[src/rtl/mcs4_ram_host_bridge_if.sv]
// Host-command and MCS-4 RAM-bus signals of the RAM host bridge.
// The master modport is the bridge side; the slave modport is the host/RAM side.
interface mcs4_ram_host_bridge_if;
   logic       cmd_valid;
   logic       cmd_ready;
   logic [3:0] cmd_op;
   logic [7:0] cmd_addr;
   logic [3:0] cmd_wdata;
   logic       rsp_valid;
   logic [3:0] rsp_rdata;
   logic       sync;
   logic       cm_ram;
   logic [3:0] dbus_out;
   logic [3:0] dbus_in;

   modport master (
      input  cmd_valid, cmd_op, cmd_addr, cmd_wdata, dbus_in,
      output cmd_ready, rsp_valid, rsp_rdata, sync, cm_ram, dbus_out
   );

   modport slave (
      output cmd_valid, cmd_op, cmd_addr, cmd_wdata, dbus_in,
      input  cmd_ready, rsp_valid, rsp_rdata, sync, cm_ram, dbus_out
   );
endinterface

[src/rtl/mcs4_ram_host_bridge.sv]
// MCS-4 RAM bus master: runs the free 8-phase cycle, issues SRC (optionally cached)
// plus one I/O instruction per host command and returns one response per command.
module mcs4_ram_host_bridge #(
   parameter bit SRC_CACHE = 1'b1
) (
   input  logic                          clk,
   input  logic                          rst,
   mcs4_ram_host_bridge_if.master        bus
);
   typedef enum logic [1:0] {ST_IDLE, ST_SRC, ST_IO} state_t;

   localparam logic [2:0] PH_M1 = 3'd3;
   localparam logic [2:0] PH_M2 = 3'd4;
   localparam logic [2:0] PH_X2 = 3'd6;
   localparam logic [2:0] PH_X3 = 3'd7;

   state_t     r_state;
   state_t     w_state_nxt;
   logic [2:0] r_phase;
   logic [3:0] r_op;
   logic [7:0] r_addr;
   logic [3:0] r_wdata;
   logic [7:0] r_last_src_addr;
   logic       r_last_src_valid;
   logic       r_rsp_valid;
   logic [3:0] r_rsp_rdata;
   logic       w_cycle_end;
   logic       w_accept;
   logic       w_hit;
   logic       w_write_op;
   logic       w_io_x2;

   assign w_cycle_end   = (r_phase == PH_X3);
   assign bus.cmd_ready = (r_state == ST_IDLE || r_state == ST_IO) && w_cycle_end;
   assign w_accept      = bus.cmd_valid && bus.cmd_ready;
   assign w_hit         = SRC_CACHE && r_last_src_valid && (bus.cmd_addr == r_last_src_addr);
   assign w_write_op    = ~r_op[3];
   assign w_io_x2       = (r_state == ST_IO) && (r_phase == PH_X2);

   always_ff @(posedge clk) begin
      if (rst) begin
         r_phase <= PH_X3;
         r_state <= ST_IDLE;
      end else begin
         r_phase <= r_phase + 3'd1;
         r_state <= w_state_nxt;
      end
   end

   // Transitions happen only on the X3->A1 boundary.
   always_comb begin
      w_state_nxt = r_state;
      if (w_cycle_end) begin
         if (w_accept)
            w_state_nxt = w_hit ? ST_IO : ST_SRC;
         else if (r_state == ST_SRC)
            w_state_nxt = ST_IO;
         else
            w_state_nxt = ST_IDLE;
      end
   end

   always_comb begin
      bus.dbus_out = 4'h0;
      bus.cm_ram   = 1'b0;
      case (r_phase)
         PH_M1: begin
            if (r_state == ST_SRC)     bus.dbus_out = 4'h2;
            else if (r_state == ST_IO) bus.dbus_out = 4'hE;
         end
         PH_M2: begin
            if (r_state == ST_SRC) begin
               bus.dbus_out = 4'h1;
            end else if (r_state == ST_IO) begin
               bus.dbus_out = r_op;
               bus.cm_ram   = 1'b1;
            end
         end
         PH_X2: begin
            if (r_state == ST_SRC) begin
               bus.dbus_out = r_addr[7:4];
               bus.cm_ram   = 1'b1;
            end else if (r_state == ST_IO && w_write_op) begin
               bus.dbus_out = r_wdata;
            end
         end
         PH_X3: begin
            if (r_state == ST_SRC) bus.dbus_out = r_addr[3:0];
         end
         default: ;
      endcase
   end

   // Read data is captured at the end of X2 straight into the response register.
   always_ff @(posedge clk) begin
      if (rst) begin
         r_last_src_valid <= 1'b0;
         r_rsp_valid      <= 1'b0;
         r_rsp_rdata      <= 4'h0;
      end else begin
         r_rsp_valid <= w_io_x2;
         if (w_io_x2)
            r_rsp_rdata <= w_write_op ? 4'h0 : bus.dbus_in;
         if (w_accept && !w_hit) begin
            r_last_src_addr  <= bus.cmd_addr;
            r_last_src_valid <= 1'b1;
         end
      end
   end

   always_ff @(posedge clk) begin
      if (w_accept) begin
         r_op    <= bus.cmd_op;
         r_addr  <= bus.cmd_addr;
         r_wdata <= bus.cmd_wdata;
      end
   end

   assign bus.sync      = w_cycle_end;
   assign bus.rsp_valid = r_rsp_valid;
   assign bus.rsp_rdata = r_rsp_rdata;
endmodule

[src/flat_wrapper.sv]
// flat-port wrapper written by rule: the top's interface ports become plain ports
module mcs4_ram_host_bridge_flat 
#(
   parameter bit SRC_CACHE = 1'b1
)
  (clk, rst, bus_cmd_valid, bus_cmd_op, bus_cmd_addr, bus_cmd_wdata, bus_dbus_in, bus_cmd_ready, bus_rsp_valid, bus_rsp_rdata, bus_sync, bus_cm_ram, bus_dbus_out);
  mcs4_ram_host_bridge_if bus_i ();
  input  logic clk;
  input  logic rst;
  input wire logic [$bits(bus_i.cmd_valid)-1:0] bus_cmd_valid;
  input wire logic [$bits(bus_i.cmd_op)-1:0] bus_cmd_op;
  input wire logic [$bits(bus_i.cmd_addr)-1:0] bus_cmd_addr;
  input wire logic [$bits(bus_i.cmd_wdata)-1:0] bus_cmd_wdata;
  input wire logic [$bits(bus_i.dbus_in)-1:0] bus_dbus_in;
  output wire logic [$bits(bus_i.cmd_ready)-1:0] bus_cmd_ready;
  output wire logic [$bits(bus_i.rsp_valid)-1:0] bus_rsp_valid;
  output wire logic [$bits(bus_i.rsp_rdata)-1:0] bus_rsp_rdata;
  output wire logic [$bits(bus_i.sync)-1:0] bus_sync;
  output wire logic [$bits(bus_i.cm_ram)-1:0] bus_cm_ram;
  output wire logic [$bits(bus_i.dbus_out)-1:0] bus_dbus_out;
  assign bus_i.cmd_valid = bus_cmd_valid;
  assign bus_i.cmd_op = bus_cmd_op;
  assign bus_i.cmd_addr = bus_cmd_addr;
  assign bus_i.cmd_wdata = bus_cmd_wdata;
  assign bus_i.dbus_in = bus_dbus_in;
  assign bus_cmd_ready = bus_i.cmd_ready;
  assign bus_rsp_valid = bus_i.rsp_valid;
  assign bus_rsp_rdata = bus_i.rsp_rdata;
  assign bus_sync = bus_i.sync;
  assign bus_cm_ram = bus_i.cm_ram;
  assign bus_dbus_out = bus_i.dbus_out;
  mcs4_ram_host_bridge #(.SRC_CACHE(SRC_CACHE)) u_core (.clk(clk), .rst(rst), .bus(bus_i));
endmodule
[config.mk]
export PLATFORM = sky130hd
export DESIGN_NAME = mcs4_ram_host_bridge_flat
export DESIGN_NICKNAME = d
export VERILOG_FILES = /design/src/rtl/mcs4_ram_host_bridge_if.sv /design/src/rtl/mcs4_ram_host_bridge.sv /design/src/flat_wrapper.sv
export SDC_FILE = /design/constraint.sdc
export NUM_CORES = 1
export LEC_CHECK = 0
export CAP_MARGIN = 0
export CORE_UTILIZATION = 44
export CTS_CLUSTER_DIAMETER = 40
export DETAILED_ROUTE_END_ITERATION = 6
export PLACE_DENSITY = 0.74
export SYNTH_ARGS = -nofsm -noshare
export SYNTH_HDL_FRONTEND = slang
export SYNTH_SLANG_ARGS = --single-unit
[constraint.sdc]
create_clock -name clk -period 2.5 [get_ports clk]
set_clock_uncertainty 0.15 [all_clocks]
set_input_delay 0.25 -clock clk [delete_from_list [all_inputs] [get_ports clk]]
set_output_delay 0.25 -clock clk [all_outputs]
set_load 0.01 [all_outputs]
---- Word level (Yosys, flattened, before mapping) ----
Cells that the tools add are included.
operators by class
  $lt $le $gt $ge ......................... 0
  add/subtract/negate cells ............... 1
  multiplexer cells ....................... 16
  shift operators ......................... 0
  $mul .................................... 0
  bitwise logic cells ..................... 2
  divide/modulo/power cells ............... 0
  reduce and logical (&&, ||, !) cells .... 10
  equality and inequality tests ........... 7
operator list
  kind                                                                   count
  4-bit 2-to-1 mux                                                       8
  4-bit case mux with 4 select lines                                     1
  3-bit equality test, second input constant                             3
  8-bit equality test                                                    1
  1-bit logical AND                                                      6
  2-bit 2-to-1 mux                                                       3
  3-bit by 1-bit adder with 3-bit output, second input constant          1
  3-bit by 2-bit equality test with 1-bit output, second input constant  1
  1-bit 2-to-1 mux                                                       3
  2-bit by 1-bit equality test with 1-bit output, second input constant  1
  2-bit equality test, second input constant                             1
  2-bit logical NOT                                                      1
  1-bit inverter                                                         2
  1-bit case mux with 2 select lines                                     1
  2-bit AND reduction                                                    1
  1-bit logical NOT                                                      1
  1-bit logical OR                                                       1
storage, ports and cells
  bits in latches ......................... 0
  memories kept ........................... 0
  logic and storage cells ................. 45
  register bits after elaboration ......... 35
  ROM bits ................................ 0
  output and inout bits ................... 12
  memory bits (writable) .................. 0
  bits of input ports ..................... 23

---- Logic depth before layout (Yosys ltp) ----
  depth after elaboration ................. 6
  mapped depth ............................ 6
  gate-level depth less buffers ........... 6

---- Least setup slack after synthesis ----
OpenSTA, ideal clock, no wires.
  kind .................................... reg2reg
  from .................................... register u_core.r_phase[0]
  to ...................................... register u_core.r_last_src_addr[0] (enable)
  arrival ................................. 1.962 ns
  clock period less this slack ............ 2.482 ns
  setup time .............................. 0.370 ns
  path buffers ............................ 0
  path slack .............................. 0.018 ns
  required time ........................... 1.980 ns
  stages on the path, launching flop included .. 7
  cells stage by stage .................... dfxtp_1 ha_1 ha_1 o211ai_1 inv_1 o31ai_1 nor2_1
on the way
  cells in the longest elaborated chain, start to end .. 5
RTL lines
  element                        line                         text
  from (decl)                    mcs4_ram_host_bridge.sv:19   logic [2:0] r_phase;
  from (signal assigned)         mcs4_ram_host_bridge.sv:45   r_phase <= r_phase + 3'd1;
  3-bit equality test            mcs4_ram_host_bridge.sv:33   assign w_cycle_end = (r_phase == PH_X3);
  named net bus_sync             flat_wrapper.sv:18           output wire logic [$bits(bus_i.sync)-1:0] bus_sync;
  1-bit logical AND              mcs4_ram_host_bridge.sv:34   assign bus.cmd_ready = (r_state == ST_IDLE || r_state == ST_IO) && w_cycle_end;
  1-bit logical AND              mcs4_ram_host_bridge.sv:35   assign w_accept = bus.cmd_valid && bus.cmd_ready;
  named net u_core.w_accept      mcs4_ram_host_bridge.sv:28   logic w_accept;
  1-bit logical AND              mcs4_ram_host_bridge.sv:104  if (w_accept && !w_hit) begin
  2-bit AND reduction (no line)  -
  to (signal assigned)           mcs4_ram_host_bridge.sv:105  r_last_src_addr <= bus.cmd_addr;
  to (decl)                      mcs4_ram_host_bridge.sv:23   logic [7:0] r_last_src_addr;
The timed path passes the listed nets, and every way through them passes these cells.
A chain may end at the register's enable or synchronous reset.

---- Final worst setup path ----
  from .................................... register u_core.r_state[0]
  to ...................................... output port bus_dbus_out[1]
on the way
  cells in the longest elaborated chain, start to end .. 5
  elaborated cells between the ends (all ways) .. 11
  classes of those cells .................. 2 x eq/ne; 8 x mux; 1 x reduce/logical
RTL lines
  element                                 line                                                                                text
  from (decl)                             mcs4_ram_host_bridge.sv:17                                                          state_t r_state;
  from (signal assigned)                  mcs4_ram_host_bridge.sv:46                                                          r_state <= w_state_nxt;
  2-bit equality test                     mcs4_ram_host_bridge.sv:69, mcs4_ram_host_bridge.sv:74, mcs4_ram_host_bridge.sv:83
  1-bit logical AND                       mcs4_ram_host_bridge.sv:83                                                          end else if (r_state == ST_IO && w_write_op) begin
  4-bit 2-to-1 mux                        mcs4_ram_host_bridge.sv:83
  4-bit 2-to-1 mux                        mcs4_ram_host_bridge.sv:80                                                          if (r_state == ST_SRC) begin
  4-bit case mux with 4 select lines (*)  mcs4_ram_host_bridge.sv:66                                                          case (r_phase)
  to (decl)                               flat_wrapper.sv:20                                                                  output wire logic [$bits(bus_i.dbus_out)-1:0] bus_dbus_out;
Every way passes the cells marked *; elsewhere a longest branch is shown, timed or not.

==> results.md <==
Floorplanning:
- After floorplanning, the core was divided into 21 placement rows.
- The floorplan step defined a core boundary enclosing about 3300 um^2.
- The starting density of the core is 0.457.
- The die is 60.9 um tall.
- In this run the count of I/O pins placed on the die edge is 35.
- The overall die width is a little over 60 um.
- The die covers 3710 um^2.

Final layout:
- The sequential cell area is 950 um^2.
- The number of filler cells placed in the layout is 277.
- The antenna diode count is 0.
- The area added between synthesis and finish is 34.2%.
- The finished cells cover about 2000 um^2.
- At the end of the flow, the number of nets in the layout was 195.
- Once layout is complete, the cells apart from fillers number 210.
- The multi-input combinational cells in the finished layout cover a total of 569 um^2.
- The share of cells above drive strength 1 is 0.177.

Job:
- Max-cap violations in this run came to 0.

Setup path:
- The critical path contains buffers and inverters numbering 2 combined.
- Traced cell by cell, the critical path runs through inv_1 -> ha_1 -> and3_2 -> a221oi_2 -> a31o_1 -> a21oi_1 -> dlygate4sd2_1.
- The critical path arrival is approximately 2.0 ns.
- The nature of the critical path startpoint is a register.
- The launch point of the worst path is u_core.r_state[0].
- In this design, the stage delay of the slowest critical-path cell is 0.36 ns.
- The kind of end point of the critical path is an output port.
- The startpoint of the lowest-slack register-to-register path is u_core.r_state[0].
- The critical-path maximum fanout is 3.
- For the worst setup path, the data required time is approximately 2.1 ns.
- The largest individual stage delay along the critical path comes from the cell sky130_fd_sc_hd__dfxtp_2.
- The kind of critical path is register to output port.
- The kind of cell with the highest combined delay along the critical path is compound AO/OA/AOI/OAI gates.

Power and ir drop:
- The share of total power dissipated in the clock network is 0.313.
- Of the total power, the share spent switching nets is 0.245.
- The share of total power dissipated in combinational logic is 0.155.
- The register share of total power is 0.532.
- The power spent charging and discharging nets is 318 uW.
- The cell leakage power is 0.728 nW.
- For this design the ratio of total power to cell area is 633 nW/um^2.
- IR analysis of the VDD net gives a maximum drop of 0.386 mV.
- The internal portion of the total power is 979 uW.
- Summing internal, switching and leakage power gives 1.30 mW.

STA:
- Headroom to the max-slew limit came out at 0.561.
- The maximum operating frequency is 416 MHz.
- The total count of max-transition violations in the final report came to 0.
- Dividing the final minimum period by the clock period gives 0.962.
- The final number of setup-violating endpoints is 0.
- On the final layout, the worst hold slack is 0.302 ns.
- The final hold violation count is 0.
- The accumulated negative setup slack is 0 ns.
- At the pin with the least slew margin, the transition time is ~0.66 ns.
- The minimum period implied by the final worst setup slack is between 2 and 2.5 ns.

Synthesis:
- The count of unique library cells instantiated by Yosys is 32.
- Counting flops with an async set or reset pin after synthesis yields a share of 0.
- The total nets after synthesis is about 150.
- The number of enable flip-flop cells after synthesis is 24.
- The gate count of the mapped netlist is approximately 120.
- The predominant post-synthesis flop cell is sky130_fd_sc_hd__edfxtp_1.
- Summing every instance area after synthesis gives 1530 um^2.
- The count of warnings emitted by yosys is 0.
- Of the synthesized area, sequential elements account for 0.616.
- The mean post-synth cell area is ~13 um^2.
- The flip-flop and latch count after synthesis is 35.

Place:
- Once detailed placement completed, the half-perimeter wirelength came to around 2200 um.
- In this run the cell area measured after placement is between 1500 and 2000 um^2.
- The final weighted congestion in routability-driven placement is 0.900.
- The count of buffers added on input and output ports is 34.
- The cell count after placement is ~200.

Clock tree:
- The clock transition at the registers of the reported paths is 0.11 ns.
- The deepest clock path buffer count is 2.
- The root buffer selected by CTS is sky130_fd_sc_hd__clkbuf_4.
- The number of buffers created by CTS is 5.
- The H-tree depth reported by CTS is 2.
- The clock insertion delay at the later pin of the skew report is 0.34 ns.
- The buffer count from post-CTS setup fixing is 0.
- The CTS tree is yes.
- The number of sinks handled by clock tree synthesis is 35.

Drt:
- The routed design uses 194 um of met3 wire.
- The met2 wire length is 1420 um.
- The wire length per cell is between 10 and 15 um.
- After detailed routing, no signal wire sits above met4.
- Using the TritonRoute via totals, the vias-per-cell ratio works out to 5.15.
- The total number of vias is 1082.
- The first TritonRoute pass finished after 5 iterations.
- The wire length on met1 is 1300 um.
- After detailed routing, the number of remaining DRC violations is 0.
- Wires add up to 3000 um.
- In this run, the number of DRC markers left after iteration 0 of detailed routing was 65.
- The count of nets left with antenna violations once routing finished came out at 0.

Global routing:
- The number of antenna violations at the first check in global routing is 0.
- The largest net degree at the start of global routing is 18.
- The number of global-route vias before repair came to 1015.
- The first global-routing pass estimated 4550 um of wire.
- The remaining global-route overflow is 0.
- The total routing resource utilization after global routing is 0.181.

Min path:
- The path category of the worst min-delay check is primary input to register.
- The worst hold path begins at bus_cmd_wdata[0].

Status:
- The flow ran to the end, and the final reports show no timing, DRC or antenna violations.
## kinds of logic after synthesis
family          synth area share
mux                      0.00656
compound gates             0.116
fa+ha+maj                 0.0738
buf+inv                   0.0246
flops                      0.616
simple gates               0.117
xor+xnor                  0.0459
## sequential cells by signal (all words and copies together) (netlist names), 2 cells and up
signal and flops:
u_core.r_wdata 4, u_core.r_last_src_addr 8, u_core.bus.rsp_rdata 4, u_core.r_addr 8
u_core.r_op 4, u_core.r_state 2, u_core.r_phase 3
## cell usage in the layout (no fill, tap or decap), types with 2 or more instances in the layout
cell | netlist | layout
sky130_fd_sc_hd__dfxtp_2 | 0 | 4
sky130_fd_sc_hd__o21a_1 | 3 | 3
sky130_fd_sc_hd__clkbuf_4 | 0 | 5
sky130_fd_sc_hd__nand2b_1 | 3 | 3
sky130_fd_sc_hd__nand2_1 | 9 | 9
sky130_fd_sc_hd__clkdlybuf4s50_1 | 0 | 30
sky130_fd_sc_hd__dlygate4sd2_1 | 0 | 2
sky130_fd_sc_hd__ha_1 | 9 | 5
sky130_fd_sc_hd__a222oi_1 | 2 | 2
sky130_fd_sc_hd__ha_2 | 0 | 3
sky130_fd_sc_hd__xnor2_1 | 8 | 8
sky130_fd_sc_hd__inv_1 | 6 | 6
sky130_fd_sc_hd__buf_4 | 0 | 5
sky130_fd_sc_hd__dfxtp_1 | 11 | 6
sky130_fd_sc_hd__nor2_1 | 6 | 6
sky130_fd_sc_hd__a21oi_1 | 7 | 7
sky130_fd_sc_hd__a22oi_1 | 3 | 3
sky130_fd_sc_hd__edfxtp_1 | 24 | 24
sky130_fd_sc_hd__nand3_1 | 7 | 7
sky130_fd_sc_hd__nand4_1 | 2 | 2
## path summary, 6_finish.rpt
| path | cells after the start | slack [ns] | endpoint |
|---|---|---|---|
| worst max register to register | 7 | 0.34 | u_core.r_last_src_addr[3] |
| worst max-delay path | 7 | 0.1 | bus_dbus_out[1] |
| worst min-delay path | 1 | 0.30 | u_core.r_wdata[0] |
| worst min register to register | 2 | 0.31 | u_core.bus.rsp_rdata[1] |
## power groups by stage
stage	Sequential, mW	Combinational (mW)	Clock, mW
finish	0.690	0.201	0.407
global route	0.695	0.220	0.436
CTS	0.688	0.194	0.413
detailed placement	0.700	0.196	0
global placement	0.699	0.191	0
floorplan	0.689	0.109	0
## what timing repair did
| action | CTS | global route |
|---|---|---|
| endpoints found under the hold margin | 0 | 0 |
| endpoints found under the setup margin | 4 | 3 |
| gates resized for setup | 7 | 12 |
| hold buffers | 0 | 0 |
| pin swaps | 0 | 2 |
## synth_stat cells (all sizes together) (2+ instances only)
library cell	n	area [um^2]
a21oi	7	35.0
a222oi	2	20.0
a22oi	3	22.5
a31o	2	17.5
and3	3	23.8
dfxtp	11	220
edfxtp	24	721
ha	9	113
inv	6	22.5
nand2	9	33.8
nand2b	3	18.8
nand3	7	35.0
nand4	2	12.5
nor2	6	22.5
o21a	3	22.5
xnor2	8	70.1
## routing by layer
layer	up-vias	GRT usage
met3	10	0.0469
li1	529	-
met4	0	0.120
met5	-	0
met2	46	0.275
met1	497	0.230
## per-stage QoR
step / setup WS [ns] / util
after floorplan: 0.0180 / -
after global placement: 0.177 / 0.583
after detailed placement: 0.131 / 0.583
after CTS: 0.0284 / 0.607
after global routing: -0.00697 / 0.614
final: 0.0954 / 0.614
## worst register-to-register path: cells and delay by family (launching register included)
family | cells | cell delay, ns
AOI/OAI and AO/OA | 2 | 0.26
adders and majority gates | 1 | 0.18
buffers and inverters | 3 | 0.36
DFF | 1 | 0.35
and+or+nand+nor | 1 | 0.51
## area by class of cell
class,instances,share of cell area
sequential,35,0.464
multi-input combinational,76,0.278
timing repair buffer,39,0.181
tap,46,0.0281
clock buffer,6,0.0202
clock inverter,2,0.0183
inverter,6,0.0110
Note: power is estimated with default switching activity, not from simulation.
